[src/rtl/piano_pkg.sv]
// Shared definitions for the piano voice path.
// Holds note-ID constants, per-voice field widths and the allocator FSM encoding.
package piano_pkg;

  localparam int unsigned NOTE_W = 4;
  localparam int unsigned OCT_W  = 3;

  localparam logic [NOTE_W-1:0] NOTE_NONE = 4'd0;
  localparam logic [NOTE_W-1:0] NOTE_C    = 4'd1;
  localparam logic [NOTE_W-1:0] NOTE_CS   = 4'd2;
  localparam logic [NOTE_W-1:0] NOTE_D    = 4'd3;
  localparam logic [NOTE_W-1:0] NOTE_DS   = 4'd4;
  localparam logic [NOTE_W-1:0] NOTE_E    = 4'd5;
  localparam logic [NOTE_W-1:0] NOTE_F    = 4'd6;
  localparam logic [NOTE_W-1:0] NOTE_FS   = 4'd7;
  localparam logic [NOTE_W-1:0] NOTE_G    = 4'd8;
  localparam logic [NOTE_W-1:0] NOTE_GS   = 4'd9;
  localparam logic [NOTE_W-1:0] NOTE_A    = 4'd10;
  localparam logic [NOTE_W-1:0] NOTE_AS   = 4'd11;
  localparam logic [NOTE_W-1:0] NOTE_B    = 4'd12;

  typedef enum logic [1:0] {StIdle, StScan, StCommit} alloc_state_e;

  // 0 (all-notes-off) and 1..12 are legal; 13..15 are dropped at accept.
  function automatic logic note_legal(logic [NOTE_W-1:0] note);
    return note <= NOTE_B;
  endfunction

endpackage

[src/rtl/voice_allocator_if.sv]
// Key-event handshake from the keyboard decode path into the voice allocator.
//   ev_valid/ev_ready : valid/ready handshake
//   ev_press          : 1 = press, 0 = release
//   ev_note           : note ID (0 = all-notes-off)
//   ev_octave         : octave latched with a press
interface voice_allocator_if
  import piano_pkg::*;
  ();
  logic              ev_valid;
  logic              ev_ready;
  logic              ev_press;
  logic [NOTE_W-1:0] ev_note;
  logic [OCT_W-1:0]  ev_octave;

  modport master (output ev_valid, ev_press, ev_note, ev_octave, input ev_ready);
  modport slave  (input ev_valid, ev_press, ev_note, ev_octave, output ev_ready);
endinterface

[src/rtl/voice_slot.sv]
// One tone-generator voice: active flag, note, octave, saturating age, start pulse.
//   load_i    : (re)trigger with note_i/octave_i, age cleared, start pulsed
//   release_i : drop active, clear age (note/octave hold)
//   clear_i   : all-notes-off, same effect as release
//   age_inc_i : bump age if active, saturating
module voice_slot
  import piano_pkg::*;
#(
  parameter int unsigned AGE_W = 4
) (
  input  logic              clk,
  input  logic              reset,
  input  logic              load_i,
  input  logic              release_i,
  input  logic              clear_i,
  input  logic              age_inc_i,
  input  logic [NOTE_W-1:0] note_i,
  input  logic [OCT_W-1:0]  octave_i,
  output logic              active_o,
  output logic [NOTE_W-1:0] note_o,
  output logic [OCT_W-1:0]  octave_o,
  output logic [AGE_W-1:0]  age_o,
  output logic              start_o
);
  localparam logic [AGE_W-1:0] AgeOne = 1;
  localparam logic [AGE_W-1:0] AgeMax = '1;

  logic              active_q, active_d;
  logic [NOTE_W-1:0] note_q, note_d;
  logic [OCT_W-1:0]  octave_q, octave_d;
  logic [AGE_W-1:0]  age_q, age_d;
  logic              start_q, start_d;

  always_comb begin
    active_d = active_q;
    note_d   = note_q;
    octave_d = octave_q;
    age_d    = age_q;
    start_d  = 1'b0;
    if (clear_i || release_i) begin
      active_d = 1'b0;
      age_d    = '0;
    end else if (load_i) begin
      active_d = 1'b1;
      note_d   = note_i;
      octave_d = octave_i;
      age_d    = '0;
      start_d  = 1'b1;
    end else if (age_inc_i && active_q && (age_q != AgeMax)) begin
      age_d = age_q + AgeOne;
    end
  end

  always_ff @(posedge clk or posedge reset) begin
    if (reset) begin
      active_q <= 1'b0;
      note_q   <= '0;
      octave_q <= '0;
      age_q    <= '0;
      start_q  <= 1'b0;
    end else begin
      active_q <= active_d;
      note_q   <= note_d;
      octave_q <= octave_d;
      age_q    <= age_d;
      start_q  <= start_d;
    end
  end

  assign active_o = active_q;
  assign note_o   = note_q;
  assign octave_o = octave_q;
  assign age_o    = age_q;
  assign start_o  = start_q;

endmodule

[src/rtl/voice_allocator.sv]
// Polyphonic voice allocator: free-first, oldest-steal.
// Accepts one key event at a time on ev, scans the voice pool one voice per cycle,
// then commits a single update. Outputs (all registered):
//   voice_active/voice_start : per-voice sounding flag and (re)trigger pulse
//   voice_note/voice_octave  : packed per-voice note and octave, voice i at the low end
//   steal_count              : saturating count of voices stolen
module voice_allocator
  import piano_pkg::*;
#(
  parameter int unsigned NUM_VOICES = 4,
  parameter int unsigned AGE_W      = 4
) (
  input  logic                         clk,
  input  logic                         reset,
  voice_allocator_if.slave             ev,
  output logic [NUM_VOICES-1:0]        voice_active,
  output logic [NOTE_W*NUM_VOICES-1:0] voice_note,
  output logic [OCT_W*NUM_VOICES-1:0]  voice_octave,
  output logic [NUM_VOICES-1:0]        voice_start,
  output logic [7:0]                   steal_count
);
  localparam int unsigned IdxW = (NUM_VOICES > 1) ? $clog2(NUM_VOICES) : 1;
  localparam logic [IdxW-1:0] IdxLast = IdxW'(NUM_VOICES - 1);
  localparam logic [IdxW-1:0] IdxOne  = 1;

  logic [NUM_VOICES-1:0] slot_active, slot_start;
  logic [NOTE_W-1:0]     slot_note   [NUM_VOICES];
  logic [OCT_W-1:0]      slot_octave [NUM_VOICES];
  logic [AGE_W-1:0]      slot_age    [NUM_VOICES];
  logic [NUM_VOICES-1:0] load_v, release_v, age_inc_v;
  logic                  clear_all;

  alloc_state_e      state_q, state_d;
  logic [IdxW-1:0]   idx_q, idx_d, tgt;
  logic              press_q, press_d;
  logic [NOTE_W-1:0] note_q, note_d;
  logic [OCT_W-1:0]  oct_q, oct_d;
  logic              match_found_q, match_found_d, free_found_q, free_found_d;
  logic              old_found_q, old_found_d;
  logic [IdxW-1:0]   match_idx_q, match_idx_d, free_idx_q, free_idx_d, old_idx_q, old_idx_d;
  logic [AGE_W-1:0]  old_age_q, old_age_d;
  logic [7:0]        steal_q, steal_d;
  logic              ready_q, ready_d;

  for (genvar i = 0; i < NUM_VOICES; i++) begin : g_slot
    voice_slot #(.AGE_W(AGE_W)) u_slot (
      .clk       (clk),
      .reset     (reset),
      .load_i    (load_v[i]),
      .release_i (release_v[i]),
      .clear_i   (clear_all),
      .age_inc_i (age_inc_v[i]),
      .note_i    (note_q),
      .octave_i  (oct_q),
      .active_o  (slot_active[i]),
      .note_o    (slot_note[i]),
      .octave_o  (slot_octave[i]),
      .age_o     (slot_age[i]),
      .start_o   (slot_start[i])
    );
    assign voice_note[i*NOTE_W +: NOTE_W]  = slot_note[i];
    assign voice_octave[i*OCT_W +: OCT_W]  = slot_octave[i];
  end

  always_comb begin
    state_d       = state_q;
    idx_d         = idx_q;
    press_d       = press_q;
    note_d        = note_q;
    oct_d         = oct_q;
    match_found_d = match_found_q;
    match_idx_d   = match_idx_q;
    free_found_d  = free_found_q;
    free_idx_d    = free_idx_q;
    old_found_d   = old_found_q;
    old_idx_d     = old_idx_q;
    old_age_d     = old_age_q;
    steal_d       = steal_q;
    load_v        = '0;
    release_v     = '0;
    age_inc_v     = '0;
    clear_all     = 1'b0;
    tgt           = '0;
    unique case (state_q)
      StIdle: begin
        // Illegal notes are consumed here without leaving IDLE.
        if (ev.ev_valid && note_legal(ev.ev_note)) begin
          press_d       = ev.ev_press;
          note_d        = ev.ev_note;
          oct_d         = ev.ev_octave;
          idx_d         = '0;
          match_found_d = 1'b0;
          free_found_d  = 1'b0;
          old_found_d   = 1'b0;
          old_age_d     = '0;
          state_d       = StScan;
        end
      end
      StScan: begin
        // Scanning in ascending index order: first hit wins for match/free,
        // strict greater-than keeps the lowest index on age ties.
        if (slot_active[idx_q] && (slot_note[idx_q] == note_q) && !match_found_q) begin
          match_found_d = 1'b1;
          match_idx_d   = idx_q;
        end
        if (!slot_active[idx_q] && !free_found_q) begin
          free_found_d = 1'b1;
          free_idx_d   = idx_q;
        end
        if (slot_active[idx_q] && (!old_found_q || (slot_age[idx_q] > old_age_q))) begin
          old_found_d = 1'b1;
          old_idx_d   = idx_q;
          old_age_d   = slot_age[idx_q];
        end
        if (idx_q == IdxLast) state_d = StCommit;
        else                  idx_d   = idx_q + IdxOne;
      end
      StCommit: begin
        state_d = StIdle;
        if (note_q == NOTE_NONE) begin
          clear_all = 1'b1;
        end else if (press_q) begin
          if (match_found_q)     tgt = match_idx_q;
          else if (free_found_q) tgt = free_idx_q;
          else begin
            tgt = old_idx_q;
            if (steal_q != 8'hFF) steal_d = steal_q + 8'd1;
          end
          load_v[tgt] = 1'b1;
          age_inc_v   = slot_active & ~load_v;
        end else if (match_found_q) begin
          release_v[match_idx_q] = 1'b1;
        end
      end
      default: state_d = StIdle;
    endcase
    ready_d = (state_d == StIdle);
  end

  always_ff @(posedge clk or posedge reset) begin
    if (reset) begin
      state_q       <= StIdle;
      idx_q         <= '0;
      press_q       <= 1'b0;
      note_q        <= '0;
      oct_q         <= '0;
      match_found_q <= 1'b0;
      match_idx_q   <= '0;
      free_found_q  <= 1'b0;
      free_idx_q    <= '0;
      old_found_q   <= 1'b0;
      old_idx_q     <= '0;
      old_age_q     <= '0;
      steal_q       <= '0;
      ready_q       <= 1'b1;
    end else begin
      state_q       <= state_d;
      idx_q         <= idx_d;
      press_q       <= press_d;
      note_q        <= note_d;
      oct_q         <= oct_d;
      match_found_q <= match_found_d;
      match_idx_q   <= match_idx_d;
      free_found_q  <= free_found_d;
      free_idx_q    <= free_idx_d;
      old_found_q   <= old_found_d;
      old_idx_q     <= old_idx_d;
      old_age_q     <= old_age_d;
      steal_q       <= steal_d;
      ready_q       <= ready_d;
    end
  end

  assign ev.ev_ready    = ready_q;
  assign voice_active   = slot_active;
  assign voice_start    = slot_start;
  assign steal_count    = steal_q;

endmodule

[src/flat_wrapper.sv]
// flat-port wrapper written by rule: the top's interface ports become plain ports
module voice_allocator_flat import piano_pkg::*;
#(
  parameter int unsigned NUM_VOICES = 4,
  parameter int unsigned AGE_W      = 4
)
  (clk, reset, voice_active, voice_note, voice_octave, voice_start, steal_count, ev_ev_valid, ev_ev_press, ev_ev_note, ev_ev_octave, ev_ev_ready);
  voice_allocator_if ev_i ();
  input  logic clk;
  input  logic reset;
  output logic [NUM_VOICES-1:0] voice_active;
  output logic [NOTE_W*NUM_VOICES-1:0] voice_note;
  output logic [OCT_W*NUM_VOICES-1:0] voice_octave;
  output logic [NUM_VOICES-1:0] voice_start;
  output logic [7:0] steal_count;
  input wire logic [$bits(ev_i.ev_valid)-1:0] ev_ev_valid;
  input wire logic [$bits(ev_i.ev_press)-1:0] ev_ev_press;
  input wire logic [$bits(ev_i.ev_note)-1:0] ev_ev_note;
  input wire logic [$bits(ev_i.ev_octave)-1:0] ev_ev_octave;
  output wire logic [$bits(ev_i.ev_ready)-1:0] ev_ev_ready;
  assign ev_i.ev_valid = ev_ev_valid;
  assign ev_i.ev_press = ev_ev_press;
  assign ev_i.ev_note = ev_ev_note;
  assign ev_i.ev_octave = ev_ev_octave;
  assign ev_ev_ready = ev_i.ev_ready;
  voice_allocator #(.NUM_VOICES(NUM_VOICES), .AGE_W(AGE_W)) u_core (.clk(clk), .reset(reset), .ev(ev_i), .voice_active(voice_active), .voice_note(voice_note), .voice_octave(voice_octave), .voice_start(voice_start), .steal_count(steal_count));
endmodule
[config.mk]
export PLATFORM = sky130hd
export DESIGN_NAME = voice_allocator_flat
export DESIGN_NICKNAME = d
export VERILOG_FILES = /design/src/rtl/piano_pkg.sv /design/src/rtl/voice_allocator_if.sv /design/src/rtl/voice_slot.sv /design/src/rtl/voice_allocator.sv /design/src/flat_wrapper.sv
export SDC_FILE = /design/constraint.sdc
export NUM_CORES = 1
export LEC_CHECK = 0
export ABC_CLOCK_PERIOD_IN_PS = 3900
export CAP_MARGIN = 20
export CORE_ASPECT_RATIO = 1.4
export CORE_UTILIZATION = 55
export DETAILED_ROUTE_END_ITERATION = 6
export PLACE_DENSITY_LB_ADDON = 0.15
export SKIP_CTS_REPAIR_TIMING = 1
export SYNTH_ARGS = -nofsm -noshare
export SYNTH_HDL_FRONTEND = slang
export SYNTH_SLANG_ARGS = --single-unit
[constraint.sdc]
create_clock -name clk -period 3.9 [get_ports clk]
set_clock_uncertainty 0.2 [all_clocks]
set_input_delay 0.39 -clock clk [delete_from_list [all_inputs] [get_ports clk]]
set_output_delay 0.39 -clock clk [all_outputs]
set_load 0.01 [all_outputs]
### Word level (Yosys, flattened, before mapping)

Cells that the tools add are included.

* register bits after elaboration: 86
* input port bits: 11
* logic and storage cells: 194

* equality and inequality tests: 14
* reductions and logical operators: 49
* bitwise logic cells: 10
* muxes and demuxes: 73
* add/subtract/negate cells: 6
* $lt $le $gt $ge: 8

Operators by type and width (number)
* $mux W4: 28
* $mux W1: 25
* $mux W2: 9
* $add A4 B1 Y4 const B: 4
* $bmux W4 S2: 2
* $ne A4 B4 Y1 const B: 4
* $reduce_and A2 Y1: 8
* $logic_and A1 B1 Y1: 15
* $reduce_and A3 Y1: 4
* $reduce_bool A3 Y1: 4
* $reduce_bool A2 Y1: 5
* $lt A2 B3 Y1 const B: 3
* $add A8 B1 Y8 const B: 1
* $ne A2 B1 Y1 const B: 4
* $ne A8 B8 Y1 const B: 1
* $pmux W2 S2: 2
* $pmux W4 S2: 1
* $not A1 Y1: 7
* $pmux W1 S2: 3
* $reduce_and A6 Y1: 1
* $logic_or A1 B1 Y1: 5
* $and A4 B4 Y4: 1
* $demux W1 S2: 2
* $eq A2 B2 Y1 const B: 2
* other kinds (14): 19

### Logic depth before layout (Yosys ltp)

Gate-level depths: netlist of the first run.

* depth after elaboration: 19
* mapped depth: 9
* depth with buffers taken out: 8

### Cells and area by module

Synthesis of the first run repeated with hierarchy kept, for this count alone.

* cells, all modules: 358
* area total of the unflattened synthesis: 4156.5 µm²

Modules (own cells, without submodules)
* voice_slot: cells an instance 42, times used 4, area each 550.5 µm², seq. area each 325.3 µm²
* voice_allocator: cells an instance 190, times used 1, area each 1954.4 µm², seq. area each 852.1 µm²

### Least setup slack after synthesis of the first run

Ideal clock, no wire load.

* path kind: register -> register
* from: register u_core.idx_q[1]
* to: register u_core.old_idx_q[0]
* data required time: 3.575 ns
* path slack: 1.093 ns
* data arrival time: 2.483 ns
* path buffers: 1
* setup time: 0.125 ns
* stages on the path, launching flop included: 8
* cell sequence: dfrtp_1 -> buf_2 -> mux4_2 -> ha_1 -> and2_1 -> a32o_1 -> a21oi_2 -> mux2_2

* word-level cells in the longest chain between the ends: 8
* elaborated cells between the ends (all ways): 10
* those cells by class: order compare: 1; mux: 5; bitwise: 1; reduce/logical: 3

Ends and longest elaborated chain
* from (decl): RTL line voice_allocator.sv:34 `logic [IdxW-1:0] idx_q, idx_d, tgt;`
* from (signal assigned): RTL line voice_allocator.sv:158 `idx_q <= idx_d;`
* $not A2 Y3 (implied by the code): RTL line voice_allocator.sv:110 `if (slot_active[idx_q] && (!old_found_q || (slot_age[idx_q] > old_age_q))) begin`
* $bmux W4 S2: RTL line voice_allocator.sv:110
* $mux W4 (implied by the code) (2 in series): RTL line voice_allocator.sv:110
* $gt A4 B4 Y1: RTL line voice_allocator.sv:110
* $logic_or A1 B1 Y1: RTL line voice_allocator.sv:110
* $logic_and A1 B1 Y1 *: RTL line voice_allocator.sv:110
* $reduce_and A2 Y1 (no line) *
* to (signal assigned): RTL line voice_allocator.sv:167 `old_idx_q <= old_idx_d;`
* to (decl): RTL line voice_allocator.sv:40 `logic [IdxW-1:0] match_idx_q, match_idx_d, free_idx_q, free_idx_d, old_idx_q, old_idx_d;`

Every way passes the cells marked *; elsewhere a longest branch is shown, timed or not. The select of a mux whose other input is x is not followed.
A chain may end at the register's enable or synchronous reset.

### Worst setup path in the final report of the first run

* from: register u_core.idx_q[0]
* to: register u_core.old_idx_q[0]

* word-level cells in the longest chain between the ends: 8
* elaborated cells between the ends (all ways): 10
* those cells by class: order compare: 1; mux: 5; bitwise: 1; reduce/logical: 3

Ends and longest elaborated chain (RTL line)
* $not A2 Y3 (implied by the code): voice_allocator.sv:110
* $bmux W4 S2: voice_allocator.sv:110
* $mux W4 (implied by the code) (2 in series): voice_allocator.sv:110
* $gt A4 B4 Y1: voice_allocator.sv:110
* $logic_or A1 B1 Y1: voice_allocator.sv:110
* $logic_and A1 B1 Y1: voice_allocator.sv:110
* $reduce_and A2 Y1 (no line)

Parallel ways exist; a longest one is shown, timed or not. The select of a mux whose other input is x is not followed.

==> results.toml, run 1 <==
[critical_path]
path_cells = "mux4_2, ha_1, nor2b_1, o21ai_0, a32o_1, a21oi_2, mux2_2"
critPathLaunchType = "flop"
cp-end-kind = "flop"
cp.arrival_ns = 2.83
ff2ff_setup_slack_ns = 1.11
cp_slowest_stage_delay_ns = 0.57
path_buf_inv = 0
crit_type = "flop to flop"
cp.required_ns = 3.94
crit_family = "multiplexers"
path_max_fanout = 7
cpMaxStageDelayCell = "mux4_2"

[synth]
syn-num-nets = 370
async_reset_ff_frac = 1.00
synth.largest_area_cell = "dfrtp_1"
ys_ff_latch = 86
synth.top_cell.area_share = 0.508
yosysSeqAreaShare = 0.514
synthTopCellsByArea = "dfrtp_1 51%, mux2_2 8.9%, xnor2_1 4.2%"
synthesis.area_um2 = 4190
ys.flop_type = "dfrtp_1"
ys_types = 49
postSynthAreaPerCell_um2 = 12.0
synthCells = 349
ys_warn_count = 0
synth_edf_count = 0

[timing]
max_freq_mhz = 358
fin_crit_sh = 0.716
fin_setup_tns_ns = 0
fin_ws_ns = 1.11
rsz0062_at_grt = "false"
finalCriticalPeriod_ns = 2.79
maxSlewViolCount = 0
slew_headroom = 0.536
hold_viol = 0
tightest_slew_ns = 0.694
finalSetupViolCount = 0

[power_and_ir_drop]
comb_power_share = 0.317
swShare = 0.342
p_per_area_nw_per_um2 = 595
p_int_w = 0.00195
p_leak_nw = 2.28
p_sw_w = 0.00101
seq_power_share = 0.444
p_clk_frac = 0.239
peakVddDrop_mv = 0.417

[grt]
grt_use_total = 0.245
grt_first_pass_wirelength_um = 14200
grt_pass1_vias = 2887
grt_overflow = 0
grt_antenna_before_repair = 0
grt_max_degree = 35

[clock_tree]
cts_made_buffers = 9
cts_tree = "built"
clk_pin_slew_ns = 0.08
cts_sinks = 86
clock_latency_ns = 0.36
root_buffer = "clkbuf_8"
cts_buffer_depth = 2
cts_max_level = 3

[cells_and_area]
drive_gt1_frac = 0.184
area_growth_syn_to_layout_pct = 19.0
antenna_cells = 0
final_common_cell = "dfrtp_1"
final_cell_mix = "85 x dfrtp_1, 55 x clkdlybuf4s50_1, 36 x nand2_1"
nets = 419
stdcell_count = 500

[job]
cap_violations = 0

[floorplan]
pin_count = 56
die_w_um = 75.7
core_um2 = 7360
num_rows = 37
start_util = 0.569
die-area_um2 = 7970
die_h_um = 105

[place]
post-place-ws_ns = 1.13
gp_congestion = 0.779
place_inst = 484
place_hpwl_um = 6440
io_buffer_count = 55

[route]
routed_wl_um = 8840
dr.pass1.iters = 4
dr_wl_met3_um = 277
drt_iter0_drc = 144
routedLengthMet1_um = 3760
vias = 2838
vias_per_cell = 5.68
wl_per_cell_um = 17.7
drt_drc_violations_left = 0
dr_wl_met2_um = 4690
highest_layer = "met4"
drtAntennaViolNets = 0

[outcome]
status = "completed"

[min_path]
hold_class = "primary input to async pin"
[worst reg2reg max path: cells and delay by family, from the launching register on]
| kind | cells | cell delay [ns] |
|---|---|---|
| compound gates | 3 | 0.62 |
| fa+ha+maj | 1 | 0.31 |
| flops | 1 | 0.48 |
| mux | 2 | 0.95 |
| simple gates | 1 | 0.12 |
[through the flow]
step / hold WS [ns] / power [W] / util / cell area, um^2
final: 0.130 / 0.00296 / 0.677 / 4980
after global routing: 0.159 / 0.00312 / 0.677 / 4980
after CTS: 0.127 / 0.00299 / 0.677 / 4980
after detailed placement: 0.283 / 0.00227 / 0.645 / 4750
after global placement: 0.277 / 0.00226 / 0.645 / 4750
after floorplan: 0.260 / 0.00194 / - / 4190
[flip-flops by register name, summed over array words and instances (netlist names), 2 cells and up]
signal and flops:
u_core.free_idx_q 2, u_core.g_slot.u_slot.active_o 4, u_core.g_slot.u_slot.age_o 16, u_core.g_slot.u_slot.note_o 16, u_core.g_slot.u_slot.octave_o 12, u_core.g_slot.u_slot.start_o 4, u_core.idx_q 2, u_core.match_idx_q 2
u_core.note_q 4, u_core.oct_q 3, u_core.old_age_q 4, u_core.old_idx_q 2, u_core.state_q 2, u_core.steal_count 8
[synth_stat cells (3+ instances only)]
master / number
o21a_1: 5
nand4_1: 7
buf_2: 4
xor2_1: 3
nand3_1: 10
o21ai_0: 5
ha_1: 10
a21oi_1: 8
and2_1: 3
xnor2_1: 20
nor2_1: 20
mux4_1: 3
dfrtp_1: 85
o2bb2ai_1: 4
and3_1: 5
clkbuf_1: 3
nand3_2: 3
nand2_1: 36
nand2b_1: 5
mux2i_1: 6
a211oi_1: 8
nor2b_1: 3
mux4_2: 6
buf_4: 10
mux2_2: 33
inv_1: 13
[per-layer routing]
metal / GRT usage / vias up
li1: - / 1320
met1: 0.309 / 1455
met2: 0.409 / 54
met3: 0.0449 / 9
met4: 0.0966 / 0
met5: 0 / -
[power groups by stage]
stage | combinational [W] | clock, W | sequential [W]
after floorplan | 0.000684 | 0 | 0.00126
after global placement | 0.000930 | 0 | 0.00133
after detailed placement | 0.000942 | 0 | 0.00133
after CTS | 0.000948 | 0.000722 | 0.00132
after global routing | 0.00102 | 0.000754 | 0.00135
final | 0.000940 | 0.000709 | 0.00132
[logic make-up (layout without fill, tap and decap cells)]
logic type | after synthesis | in the layout | synth area share
and+or+nand+nor | 102 | 102 | 0.130
DFF | 86 | 86 | 0.514
AOI/OAI and AO/OA | 43 | 43 | 0.0723
buffers and inverters | 35 | 89 | 0.0457
muxes | 50 | 50 | 0.160
adders and majority gates | 10 | 10 | 0.0299
xor gates and xnor gates | 23 | 23 | 0.0481
[worst paths after layout]
path,from,to,depth (start not counted)
worst max-delay path,u_core.idx_q[0],u_core.old_idx_q[0],7
worst min-delay path,reset,u_core.g_slot[0].u_slot.age_o[0],2
worst max register to register,u_core.idx_q[0],u_core.old_idx_q[0],7
worst min register to register,u_core.press_q,u_core.press_q,2
max in group asynchronous,reset,u_core.ev.ev_ready,3
min in group clk,u_core.press_q,u_core.press_q,2
[area by class of cell]
class	instances	area, um^2
Fill cell	552	2380
Sequential cell	86	2150
Multi-Input combinational cell	228	1840
Timing Repair Buffer	59	581
Clock buffer	11	151
Tap cell	97	121
Clock inverter	5	81.3
Inverter	14	53.8
(Power assumes the default switching activity.)
==> inputs of run 2 (changes only) <==
ABC_CLOCK_PERIOD_IN_PS = 2500   (was 3900)
CORE_UTILIZATION = 50   (was 55)
clock period = 2.5 ns   (was 3.9 ns; I/O delays follow)
==> results.toml, run 2 (synthesis gave the netlist of run 1 again) <==
[outcome]
status = "finished, violations left"
violations = "negative setup slack"

[cells_and_area]
drive_gt1_frac = 0.263
fin_area_um2 = 5450
final_common_cell = "dfrtp_1"
antenna_cells = 0
final_cell_mix = "84 x dfrtp_1, 55 x clkdlybuf4s50_1, 36 x nand2_1"
nets = 453
area_growth_syn_to_layout_pct = 30.1

[clock_tree]
cts_max_level = 3
root_buffer = "clkbuf_16"
cts_made_buffers = 9
cts_buffer_depth = 2
cts_tree = "built"
clock_latency_ns = 0.34
cts_sinks = 86
clk_pin_slew_ns = 0.06

[timing]
fin_ws_ns = -0.0427
finalCriticalPeriod_ns = 2.54
fin_crit_sh = 1.02
tightest_slew_ns = 0.619
hold_viol = 0
fin_setup_tns_ns = -0.0778
rsz0062_at_grt = "true"
fin_hold_ws_ns = 0.0787
max_freq_mhz = 393
finalSetupViolCount = 2
slew_headroom = 0.584
maxSlewViolCount = 0

[place]
post-place-ws_ns = -0.0624
placed_area_um2 = 5030
io_buffer_count = 55
place_hpwl_um = 7160
gp_congestion = 0.826

[floorplan]
start_util = 0.514
die_w_um = 79.3
pin_count = 56
num_rows = 39
die_h_um = 110
core_um2 = 8150
die-area_um2 = 8750

[grt]
grt_use_total = 0.255
grt_overflow = 0
grt_antenna_before_repair = 0
grt_pass1_vias = 3195
grt_first_pass_wirelength_um = 16100
grt_max_degree = 31

[route]
drt_iter0_drc = 149
drtAntennaViolNets = 0
dr.pass1.iters = 4
vias = 3028
vias_per_cell = 5.62
wl_per_cell_um = 18.9
drt_drc_violations_left = 0
routed_wl_um = 10200

[critical_path]
cp-end-kind = "flop"
crit_family = "multiplexers"
cpMaxStageDelayCell = "mux4_2"
crit_type = "flop to flop"
ff2ff_setup_slack_ns = -0.04
cp_slowest_stage_delay_ns = 0.58
path_cells = "mux4_2, ha_4, nor2b_4, o21ai_1, a32o_2, a21oi_4, mux2_4"
cp.required_ns = 2.52
path_buf_inv = 0
cp.arrival_ns = 2.56
critPathLaunchType = "flop"
path_max_fanout = 4

[min_path]
hold_class = "primary input to async pin"

[power_and_ir_drop]
total_power_w = 0.00540
p_per_area_nw_per_um2 = 992
peakVddDrop_mv = 0.644
p_leak_nw = 2.53

[job]
cap_violations = 0
[run 2: worst paths after layout]
check | cells after the start | end | start
max | 7 | u_core.old_idx_q[1] | u_core.idx_q[0]
min | 2 | u_core.g_slot[2].u_slot.age_o[0] | reset
max reg2reg | 7 | u_core.old_idx_q[1] | u_core.idx_q[0]
min reg2reg | 1 | u_core.steal_count[5] | u_core.steal_count[5]
max in group asynchronous | 3 | u_core.g_slot[3].u_slot.note_o[0] | reset
min in group clk | 3 | u_core.oct_q[0] | ev_ev_octave[0]
[run 2: final cells by class]
class / instances / area [um^2]
multi-input combinational: 228 / 1900
clock buffer: 9 / 225
tap: 102 / 128
clock inverter: 7 / 121
fill: 618 / 2700
timing repair buffer: 93 / 865
sequential: 86 / 2150
inverter: 14 / 56.3
[run 2: per-stage QoR]
stage               std cells   util
CTS                       535  0.660
global placement          519  0.617
floorplan                 349      -
detailed placement        519  0.617
global route              539  0.669
finish                    539  0.669
[run 2: power breakdown]
part,internal [W],switching [W],total [W]
clock network,0.000981,0.000562,0.00154
registers,0.00170,0.000295,0.00200
logic,0.000935,0.000926,0.00186
total,0.00362,0.00178,0.00540
[run 2: layer usage]
metal | vias up | GRT usage | wire [um]
met2 | 70 | 0.454 | 5480
met1 | 1546 | 0.285 | 3980
li1 | 1386 | - | -
met5 | - | 0 | 0
met4 | 0 | 0.125 | 312
met3 | 26 | 0.0584 | 397
[run 2: worst register-to-register path, stage by stage, from the launching register on]
cell	delay [ns]
dfrtp_2	0.42
mux4_2	0.58
ha_4	0.30
nor2b_4	0.12
o21ai_1	0.06
a32o_2	0.25
a21oi_4	0.18
mux2_4	0.32
==> inputs of run 3 (changes only) <==
CTS_CLUSTER_SIZE = 28   (was not set)
==> results of run 3 <==
No change in the layout: final DEF, timing and power equal those of run 2.
